--- src/rtl/r2sdf_pkg.sv ---
// Shared types and constant helpers for the R2SDF FFT sequencer.
package r2sdf_pkg;

  // Complex sample as carried by the bf_stage datapath.
  typedef struct packed {
    logic signed [15:0] re;
    logic signed [15:0] im;
  } cpx_t;

  typedef enum logic [1:0] {StIdle, StFill, StRun, StDrain} seq_state_e;

  // Feedback delay of stage n (1-based) in an N-stage pipeline.
  function automatic int unsigned stage_delay(int unsigned n_log2, int unsigned n);
    return 1 << (n_log2 - n);
  endfunction

  // Advances before stage n sees its first sample: sum of upstream delays.
  function automatic int unsigned stage_lat(int unsigned n_log2, int unsigned n);
    int unsigned acc;
    acc = 0;
    for (int unsigned i = 1; i < n; i++) acc += stage_delay(n_log2, i);
    return acc;
  endfunction

  // Reverse the low w bits of v.
  function automatic logic [31:0] bitrev(logic [31:0] v, int unsigned w);
    logic [31:0] r;
    r = '0;
    for (int unsigned i = 0; i < w; i++) r[w-1-i] = v[i];
    return r;
  endfunction

endpackage

--- src/rtl/r2sdf_seq_ctrl_if.sv ---
// Source/stage-chain control bundle for the R2SDF sequencer.
// Optional R2SDF_OUT_IDX_EN adds the natural-order bin index out_idx.
interface r2sdf_seq_ctrl_if #(
  parameter int unsigned N = 3
);
  localparam int unsigned TW_W = N - 1;

  logic              in_valid;
  logic              in_ready;
  logic              flush;
  logic              adv;
  logic              zero_in;
  logic [N-1:0]      stage_bf;
  logic [N*TW_W-1:0] stage_tw;
  logic              out_valid;
  logic              out_sop;
  logic              out_eop;
  logic              busy;
`ifdef R2SDF_OUT_IDX_EN
  logic [N-1:0]      out_idx;
`endif

  // Sequencer side.
  modport master (
    input  in_valid, flush,
    output in_ready, adv, zero_in, stage_bf, stage_tw, out_valid, out_sop, out_eop, busy
`ifdef R2SDF_OUT_IDX_EN
    , output out_idx
`endif
  );

  // Source / datapath side.
  modport slave (
    output in_valid, flush,
    input  in_ready, adv, zero_in, stage_bf, stage_tw, out_valid, out_sop, out_eop, busy
`ifdef R2SDF_OUT_IDX_EN
    , input out_idx
`endif
  );

endinterface

--- src/rtl/r2sdf_stage_seq.sv ---
// Per-stage decode: butterfly/bypass select and twiddle exponent from the global count.
module r2sdf_stage_seq
  import r2sdf_pkg::*;
#(
  parameter int unsigned N = 3,
  parameter int unsigned n = 1
) (
  input  logic [N-1:0] gcnt,
  input  logic         active,
  output logic         bf,
  output logic [N-2:0] tw
);
  localparam int unsigned TW_W = N - 1;
  localparam logic [N-1:0] Lat = N'(stage_lat(N, n));

  logic [N-1:0] lc;

  // Local count -> select bit; twiddle is lc[N-n-1:0] << (n-1), which truncation yields directly
  // (and which is always zero for the last stage).
  always_comb begin
    lc = gcnt - Lat;
    bf = active & lc[N-n];
    tw = '0;
    if (active && !lc[N-n]) tw = TW_W'(lc << (n - 1));
  end

endmodule

--- src/rtl/r2sdf_seq_ctrl.sv ---
// Central sequencer for an N-stage R2SDF FFT: advance strobe, per-stage control, fill tracking,
// zero-fill drain and output framing. Optional R2SDF_OUT_IDX_EN adds registered out_idx.
module r2sdf_seq_ctrl
  import r2sdf_pkg::*;
#(
  parameter int unsigned N = 3
) (
  input logic              clk,
  input logic              rst_n,
  r2sdf_seq_ctrl_if.master bus
);
  localparam int unsigned TW_W = N - 1;
  // gcnt of the last FILL advance, and slot of the last DRAIN advance (both Ltot-1).
  localparam logic [N:0]   LastFill  = (N + 1)'((1 << N) - 2);
  localparam logic [N-1:0] LastDrain = N'((1 << N) - 2);

  seq_state_e        state_q;
  logic [N:0]        gcnt_q;
  logic [N-1:0]      ocnt_q;
  logic              flush_pend_q;
  logic              out_valid_q, out_sop_q, out_eop_q;

  logic [N-1:0]      slot;
  logic              flush_now, in_ready, adv, producing;
  logic [N-1:0]      active, stage_bf;
  logic [N*TW_W-1:0] stage_tw;

  assign slot      = gcnt_q[N-1:0];
  // A pending or same-cycle flush takes the frame boundary and blocks the input sample.
  assign flush_now = (flush_pend_q | bus.flush) & (slot == '0)
                   & ((state_q == StFill) || (state_q == StRun));
  assign in_ready  = (state_q != StDrain) & ~flush_now;
  assign adv       = rst_n & ((bus.in_valid & in_ready) | (state_q == StDrain));
  assign producing = adv & ((state_q == StRun) || (state_q == StDrain));

  for (genvar i = 0; i < N; i++) begin : g_stage
    localparam logic [N:0] Lat = (N + 1)'(stage_lat(N, i + 1));
    // Counter wraps in RUN/DRAIN, so the state keeps upstream-filled stages active.
    assign active[i] = (state_q == StRun) || (state_q == StDrain) || (gcnt_q >= Lat);

    r2sdf_stage_seq #(
      .N (N),
      .n (i + 1)
    ) u_stage (
      .gcnt   (gcnt_q[N-1:0]),
      .active (active[i]),
      .bf     (stage_bf[i]),
      .tw     (stage_tw[i*TW_W +: TW_W])
    );
  end

  // FSM, advance counter, flush latch and registered output framing.
  always_ff @(posedge clk) begin
    if (!rst_n) begin
      state_q      <= StIdle;
      gcnt_q       <= '0;
      ocnt_q       <= '0;
      flush_pend_q <= 1'b0;
      out_valid_q  <= 1'b0;
      out_sop_q    <= 1'b0;
      out_eop_q    <= 1'b0;
    end else begin
      if (bus.flush && ((state_q == StFill) || (state_q == StRun))) flush_pend_q <= 1'b1;
      if (adv) gcnt_q <= gcnt_q + 1'b1;
      out_valid_q <= producing;
      out_sop_q   <= producing & (ocnt_q == '0);
      out_eop_q   <= producing & (ocnt_q == '1);
      if (producing) ocnt_q <= ocnt_q + 1'b1;
      unique case (state_q)
        StIdle: if (adv) state_q <= StFill;
        StFill, StRun: begin
          if (flush_now) begin
            state_q      <= StDrain;
            flush_pend_q <= 1'b0;
          end else if (state_q == StFill && adv && gcnt_q == LastFill) begin
            state_q <= StRun;
          end
        end
        StDrain: begin
          if (adv && slot == LastDrain) begin
            state_q <= StIdle;
            gcnt_q  <= '0;
          end
        end
        default: state_q <= StIdle;
      endcase
    end
  end

`ifdef R2SDF_OUT_IDX_EN
  logic [N-1:0] out_idx_q;

  // Natural-order bin index, aligned with out_valid.
  always_ff @(posedge clk) begin
    if (!rst_n) out_idx_q <= '0;
    else        out_idx_q <= producing ? N'(bitrev(32'(ocnt_q), N)) : '0;
  end

  assign bus.out_idx = out_idx_q;
`endif

  assign bus.in_ready  = in_ready;
  assign bus.adv       = adv;
  assign bus.zero_in   = (state_q == StDrain);
  assign bus.stage_bf  = stage_bf;
  assign bus.stage_tw  = stage_tw;
  assign bus.out_valid = out_valid_q;
  assign bus.out_sop   = out_sop_q;
  assign bus.out_eop   = out_eop_q;
  assign bus.busy      = (state_q != StIdle);

endmodule
--- src/flat_wrapper.sv ---
// flat-port wrapper written by rule: the top's interface ports become plain ports
module r2sdf_seq_ctrl_flat import r2sdf_pkg::*;
#(
  parameter int unsigned N = 3
)
  (clk, rst_n, bus_in_valid, bus_flush, bus_in_ready, bus_adv, bus_zero_in, bus_stage_bf, bus_stage_tw, bus_out_valid, bus_out_sop, bus_out_eop, bus_busy);
  r2sdf_seq_ctrl_if #(.N(N)) bus_i ();
  input logic clk;
  input logic rst_n;
  input wire logic [$bits(bus_i.in_valid)-1:0] bus_in_valid;
  input wire logic [$bits(bus_i.flush)-1:0] bus_flush;
  output wire logic [$bits(bus_i.in_ready)-1:0] bus_in_ready;
  output wire logic [$bits(bus_i.adv)-1:0] bus_adv;
  output wire logic [$bits(bus_i.zero_in)-1:0] bus_zero_in;
  output wire logic [$bits(bus_i.stage_bf)-1:0] bus_stage_bf;
  output wire logic [$bits(bus_i.stage_tw)-1:0] bus_stage_tw;
  output wire logic [$bits(bus_i.out_valid)-1:0] bus_out_valid;
  output wire logic [$bits(bus_i.out_sop)-1:0] bus_out_sop;
  output wire logic [$bits(bus_i.out_eop)-1:0] bus_out_eop;
  output wire logic [$bits(bus_i.busy)-1:0] bus_busy;
  assign bus_i.in_valid = bus_in_valid;
  assign bus_i.flush = bus_flush;
  assign bus_in_ready = bus_i.in_ready;
  assign bus_adv = bus_i.adv;
  assign bus_zero_in = bus_i.zero_in;
  assign bus_stage_bf = bus_i.stage_bf;
  assign bus_stage_tw = bus_i.stage_tw;
  assign bus_out_valid = bus_i.out_valid;
  assign bus_out_sop = bus_i.out_sop;
  assign bus_out_eop = bus_i.out_eop;
  assign bus_busy = bus_i.busy;
  r2sdf_seq_ctrl #(.N(N)) u_core (.clk(clk), .rst_n(rst_n), .bus(bus_i));
endmodule
--- config.mk ---
export PLATFORM = sky130hd
export DESIGN_NAME = r2sdf_seq_ctrl_flat
export DESIGN_NICKNAME = d
export VERILOG_FILES = /design/src/rtl/r2sdf_pkg.sv /design/src/rtl/r2sdf_seq_ctrl_if.sv /design/src/rtl/r2sdf_stage_seq.sv /design/src/rtl/r2sdf_seq_ctrl.sv /design/src/flat_wrapper.sv
export SDC_FILE = /design/constraint.sdc
export NUM_CORES = 1
export LEC_CHECK = 0
export CORE_UTILIZATION = 53
export DETAILED_ROUTE_END_ITERATION = 7
export HOLD_SLACK_MARGIN = 0.06
export MAX_ROUTING_LAYER = met4
export PLACE_DENSITY = 0.82
export SETUP_SLACK_MARGIN = 0.15
export SLEW_MARGIN = 20
export SYNTH_ARGS = -nofsm -noshare
export SYNTH_HDL_FRONTEND = slang
export SYNTH_HIERARCHICAL = 1
export SYNTH_SLANG_ARGS = --single-unit
--- constraint.sdc ---
create_clock -name clk -period 3 [get_ports clk]
set_input_delay 0.6 -clock clk [delete_from_list [all_inputs] [get_ports clk]]
set_output_delay 0.6 -clock clk [all_outputs]
set_load 0.1 [all_outputs]
==> run_results.csv, run 1 <==
group,metric,value,unit
worst_setup_path,reg2reg_depth,6,
clock_tree,cts_tree,"done",
global_route,grt_use_met3,3.75,%
floorplan,core-area,0.00158,mm^2
sta,holdWs,449,ps
detailed_routing,vias,793,
logic_synthesis,synth.area.top_cells,"dfxtp_1 (28%), ha_1 (13%), inv_1 (5.2%), mux2i_1 (3.2%), buf_4 (3.2%)",
worst_setup_path,crit_chain,"inv_1 > ha_1 > or4_2 > and2_2 > buf_4",
hold_path,whs_endpoint,"u_core/bus.out_sop",
sta,final.period_utilization,89.1,%
global_route,overflow,0,
sta,drv_slew,0,
global_route,met1_usage,25.0,%
worst_setup_path,startpoint_type,"flop",
sta,setup_ws,327,ps
finish,final_area,0.00111,mm^2
hold_path,holdCritPathClass,"flop to flop",
floorplan,io_pins,20,
power_and_ir_drop,pwr-share-clk,10.9,%
clock_tree,postCtsSetupBuffers,0,
hold_path,hp-start,"u_core/ocnt_q[2]",
logic_synthesis,yosysTopAreaCell,"dfxtp_1",
global_route,use_met2,40.3,%
power_and_ir_drop,peakVddDrop,0.000866,V
placed_design,placed_area,0.00108,mm^2
detailed_routing,wl_per_cell,13.4,um
worst_setup_path,critPathArrivalTime,2070,ps
detailed_routing,drc,0,
logic_synthesis,ys_ff_latch,13,
detailed_routing,antenna_left,0,
hold_path,hold_depth,1,
power_and_ir_drop,internal_power,452,uW
worst_setup_path,cp_top_family,"simple AND/OR/NAND/NOR gates",
clock_tree,cts.path.max_buffers,2,
global_route,grt_max_degree,17,
power_and_ir_drop,p_comb_share,66.5,%
placed_design,numPortBuffers,16,
clock_tree,cts_num_sinks,13,
power_and_ir_drop,power_density,908,mW/mm^2
detailed_routing,drt_first_iter_violations,34,
placed_design,place_congestion,0.820,
finish,layout_common_cells,"inv_1 (13), dfxtp_1 (13), buf_4 (12)",
sta,final.setup_skew,5.37,ps
worst_setup_path,critical_path_buf_inv_count,2,
logic_synthesis,synth_top_area_share,27.9,%
floorplan,die_area,0.00193,mm^2
worst_setup_path,crit_required,2400,ps
power_and_ir_drop,switching_share,55.0,%
clock_tree,cts_hold_buf,0,
detailed_routing,routed_wl,1880,um
power_and_ir_drop,seqPwrFrac,22.7,%
logic_synthesis,seq_area_frac_synth,27.9,%
logic_synthesis,synthesis.instances,107,
logic_synthesis,synth_edf_count,0,
placed_design,hpwlAfterDp,1410,um
clock_tree,htreeDepth,1,
run,cap_violations,0,
global_route,grt_pass1_wl,3130,um
worst_setup_path,reg2reg_to,"u_core/ocnt_q[2]",
finish,final_core_util,70.2,%
logic_synthesis,syn_avg_cell_area,8.71,um^2
worst_setup_path,critPathKind,"flop to output port",
finish,layout.nets,139,
placed_design,dp_slack,426,ps
finish,drive_above_1_share,21.8,%
sta,rsz0062_at_grt,"no",
worst_setup_path,slowest_delay,630,ps
sta,setup_viol,0,
detailed_routing,viasPerCell,5.66,
finish,antennaDiodeCount,0,
floorplan,dieWidth,43.9,um
power_and_ir_drop,p_leak,0.000509,uW
logic_synthesis,synth.distinct_cells,41,
worst_setup_path,crit_path_max_fanout,5,
power_and_ir_drop,switching_power,552,uW
clock_tree,cts.reportedPaths.clkPinSlew,80,ps
worst_setup_path,worst_path_max_delay_cell,"or4_2",
logic_synthesis,syn_area,932,um^2
status,status,"completed",
worst_setup_path,rrSetupSlack,1020,ps
finish,syn2layout_area_growth,18.7,%
clock_tree,cts_root_buf,"clkbuf_4",
detailed_routing,dr.pass1.iters,6,
floorplan,die_y,43.9,um
floorplan,start_util,59.1,%
global_route,antenna_found_initial,0,
logic_synthesis,yosysWarnings,6,
sta,fmax,374,MHz
worst_setup_path,startpoint,"u_core/state_q[0]",
global_route,grt_most_used_layer,"met2",
sta,finalHoldViolations,0,
clock_tree,cts_buffers,3,
global_route,grt_pass1_vias,736,
floorplan,num_rows,14,
logic_synthesis,ys.flop_type,"dfxtp_1",
clock_tree,cts_resized,0,
finish,num-fill-cells,134,
sta,period_needed,2670,ps
worst_setup_path,reg2reg_from,"u_core/state_q[0]",
logic_synthesis,synthArstFlopShare,0,%
sta,fin_tns_setup,0,ps
global_route,grt_usage,23.0,%
worst_setup_path,critical_path.endpoint_type,"output port",
clock_tree,clock_latency,270,ps
==> power by group through the flow <==
stage                     Combinational (uW)  Sequential (uW)  Clock (uW)
after floorplan                          497              256           0
after global placement                   656              230           0
after detailed placement                 664              232           0
after CTS                                666              228         113
after global routing                     703              232         120
final                                    667              228         109
==> synthesized netlist by cell type, types with 2 or more instances <==
master    number
o21ai_0        2
nand2_1        8
nand3_1        3
conb_1         3
and2_1         2
or3_1          2
and3b_1        3
a211oi_1       2
buf_4          4
a21oi_1        4
and2_2         2
inv_1         13
o211ai_1       3
dfxtp_1       13
ha_1          10
nor2_1         5
o221ai_1       2
mux2i_1        3
==> worst max path at each step <==
stage                                  to  slack [ps]  depth (start not counted)
final                     bus_stage_bf[1]         330                          5
after global routing      bus_stage_bf[1]         260                          5
after CTS                 bus_stage_bf[1]         320                          5
after detailed placement     bus_in_ready         430                          5
after global placement       bus_in_ready         460                          5
after floorplan           bus_stage_tw[3]         280                          4
==> registers in the layout, summed over array words and instances, names as in the netlist <==
register	count
u_core/bus.out_valid	1
u_core/flush_pend_q	1
u_core/ocnt_q	3
u_core/bus.out_eop	1
u_core/gcnt_q	4
u_core/bus.out_sop	1
u_core/state_q	2
==> area by class of cell <==
| cell class | count | area [um^2] | share of cell area, % |
|---|---|---|---|
| tap | 16 | 20.0 | 1.81 |
| timing repair buffer | 17 | 160 | 14.5 |
| clock buffer | 4 | 26.3 | 2.38 |
| inverter | 13 | 48.8 | 4.41 |
| sequential | 13 | 260 | 23.5 |
| multi-input combinational | 77 | 591 | 53.4 |
==> cell families after synthesis <==
group           after synthesis  share of synthesized area (%)
compound gates               24                           21.6
fa+ha+maj                    10                           13.4
buf+inv                      20                           10.6
mux                           3                           3.22
flops                        13                           27.9
other cells                   3                           1.21
simple gates                 33                           21.1
xor+xnor                      1                          0.940
==> metrics by stage <==
stage,instances,power (uW)
after floorplan,110,754
after global placement,136,886
after detailed placement,136,896
after CTS,140,1010
after global routing,140,1060
final,140,1000
==> metal layers <==
metal  part of all wire, %  wire (um)  vias up
met4                  0.96         18        0
met1                    45        844      371
li1                      -          -      401
met2                    50        947       19
met3                   3.5         66        2
met5                     0          0        -
No activity file was read; power rests on OpenSTA's default activity.
==> run 2, diff against run 1 <==
- ABC_CLOCK_PERIOD_IN_PS: default -> 3000
==> results of run 2 <==
No change in the layout: final DEF, timing and power equal those of run 1.
==> run 3, diff against run 2 <==
- ABC_CLOCK_PERIOD_IN_PS: 3000 -> default
- REMOVE_ABC_BUFFERS: default -> 1
==> run_results.csv, run 3 (synthesis gave the netlist of run 1 again) <==
group,metric,value,unit
hold_path,holdCritPathClass,"flop to flop",
finish,antennaDiodeCount,0,
finish,syn2layout_area_growth,21.5,%
floorplan,die_y,43.9,um
finish,multi_input_area,584,um^2
sta,finalHoldViolations,0,
clock_tree,clock_latency,280,ps
finish,layout.nets,140,
detailed_routing,vias,846,
detailed_routing,wl_per_cell,13.1,um
hold_path,hold_depth,1,
sta,period_needed,2660,ps
worst_setup_path,critPathKind,"flop to output port",
worst_setup_path,reg2reg_to,"u_core/ocnt_q[2]",
worst_setup_path,startpoint_type,"flop",
sta,final.period_utilization,88.6,%
clock_tree,cts_buffers,3,
global_route,grt_pass1_wl,3050,um
sta,final.setup_skew,5.29,ps
global_route,antenna_found_initial,0,
detailed_routing,routed_wl,1840,um
clock_tree,htreeDepth,1,
power_and_ir_drop,p_leak,0.000521,uW
clock_tree,cts_resized,0,
finish,regArea,260,um^2
hold_path,hp-start,"u_core/ocnt_q[2]",
finish,reg_top3,"u_core/gcnt_q x4, u_core/ocnt_q x3, u_core/state_q x2",
power_and_ir_drop,finalPower,1010,uW
sta,rsz0062_at_grt,"no",
clock_tree,cts_hold_buf,0,
placed_design,place_congestion,0.833,
global_route,overflow,0,
worst_setup_path,crit_path_max_fanout,5,
finish,num-fill-cells,126,
power_and_ir_drop,peakVddDrop,0.000848,V
sta,setup_viol,0,
floorplan,dieWidth,43.9,um
detailed_routing,antenna_left,0,
worst_setup_path,critPathArrivalTime,2060,ps
finish,largest_reg_flops,4,
placed_design,hpwlAfterDp,1370,um
floorplan,start_util,59.1,%
detailed_routing,viasPerCell,6.00,
placed_design,dp.cells,137,
worst_setup_path,critical_path.endpoint_type,"output port",
detailed_routing,drc,0,
clock_tree,cts_num_sinks,13,
finish,final_core_util,71.8,%
clock_tree,cts.reportedPaths.clkPinSlew,90,ps
floorplan,io_pins,20,
detailed_routing,drt_first_iter_violations,47,
global_route,grt_pass1_vias,724,
hold_path,whs_endpoint,"u_core/bus.out_sop",
finish,max_flop_register,"u_core/gcnt_q",
worst_setup_path,rrSetupSlack,1040,ps
run,cap_violations,0,
power_and_ir_drop,power_density,894,mW/mm^2
sta,holdWs,466,ps
clock_tree,cts_root_buf,"clkbuf_4",
placed_design,numPortBuffers,16,
global_route,grt_max_degree,16,
sta,fmax,376,MHz
detailed_routing,dr.pass1.iters,6,
status,status,"completed",
floorplan,die_area,0.00193,mm^2
finish,drive_above_1_share,20.8,%
floorplan,core-area,0.00158,mm^2
finish,layout_common_cells,"inv_1 (13), dfxtp_1 (13), buf_4 (11)",
finish,final_cells,141,
floorplan,num_rows,14,
clock_tree,postCtsSetupBuffers,0,
worst_setup_path,reg2reg_from,"u_core/state_q[1]",
sta,drv_slew,0,
clock_tree,cts.path.max_buffers,2,
global_route,grt_usage,21.7,%
clock_tree,cts_tree,"done",
worst_setup_path,reg2reg_depth,6,
worst_setup_path,crit_required,2400,ps
run 3: how the worst max path moves through the flow:
stage	from	end	slack, ps	cells past startpoint
final	u_core/state_q[0]	bus_stage_bf[1]	340	5
after global routing	bus_flush	bus_in_ready	250	5
after CTS	u_core/state_q[0]	bus_stage_bf[1]	350	5
after detailed placement	bus_flush	bus_in_ready	380	5
after global placement	bus_flush	bus_in_ready	420	5
after floorplan	u_core/state_q[0]	bus_in_ready	-290	2
run 3: cell type report:
cell class	instances	area share (%)
multi-input cells	77	51.6
flip-flops and latches	13	23.0
clock buffers	4	2.32
well taps	16	1.77
inverters	13	4.31
repair buffers	18	17.0
run 3: metrics by stage:
stage / TNS, ps / setup slack, ps / area, um^2
after floorplan: -416 / -292 / 893
after global placement: 0 / 418 / 1110
after detailed placement: 0 / 377 / 1110
after CTS: 0 / 346 / 1130
after global routing: 0 / 246 / 1130
final: 0 / 343 / 1130
run 3: routing by layer:
metal	wire, um	vias to the layer above	GRT usage (%)
li1	-	403	-
met1	812	393	26.8
met2	898	46	35.8
met3	98	4	3.75
met4	35	0	7.27
met5	0	-	-
run 3: worst max-delay path, cell delays in order (launching register included):
cell and delay, ps:
dfxtp_1 400, inv_1 80, ha_1 270, or4_2 630, and2_2 230, buf_12 160
run 3: where the power goes:
group | switching, uW | internal, uW
logic | 467 | 202
clock network | 62.5 | 51.7
registers | 28.4 | 201
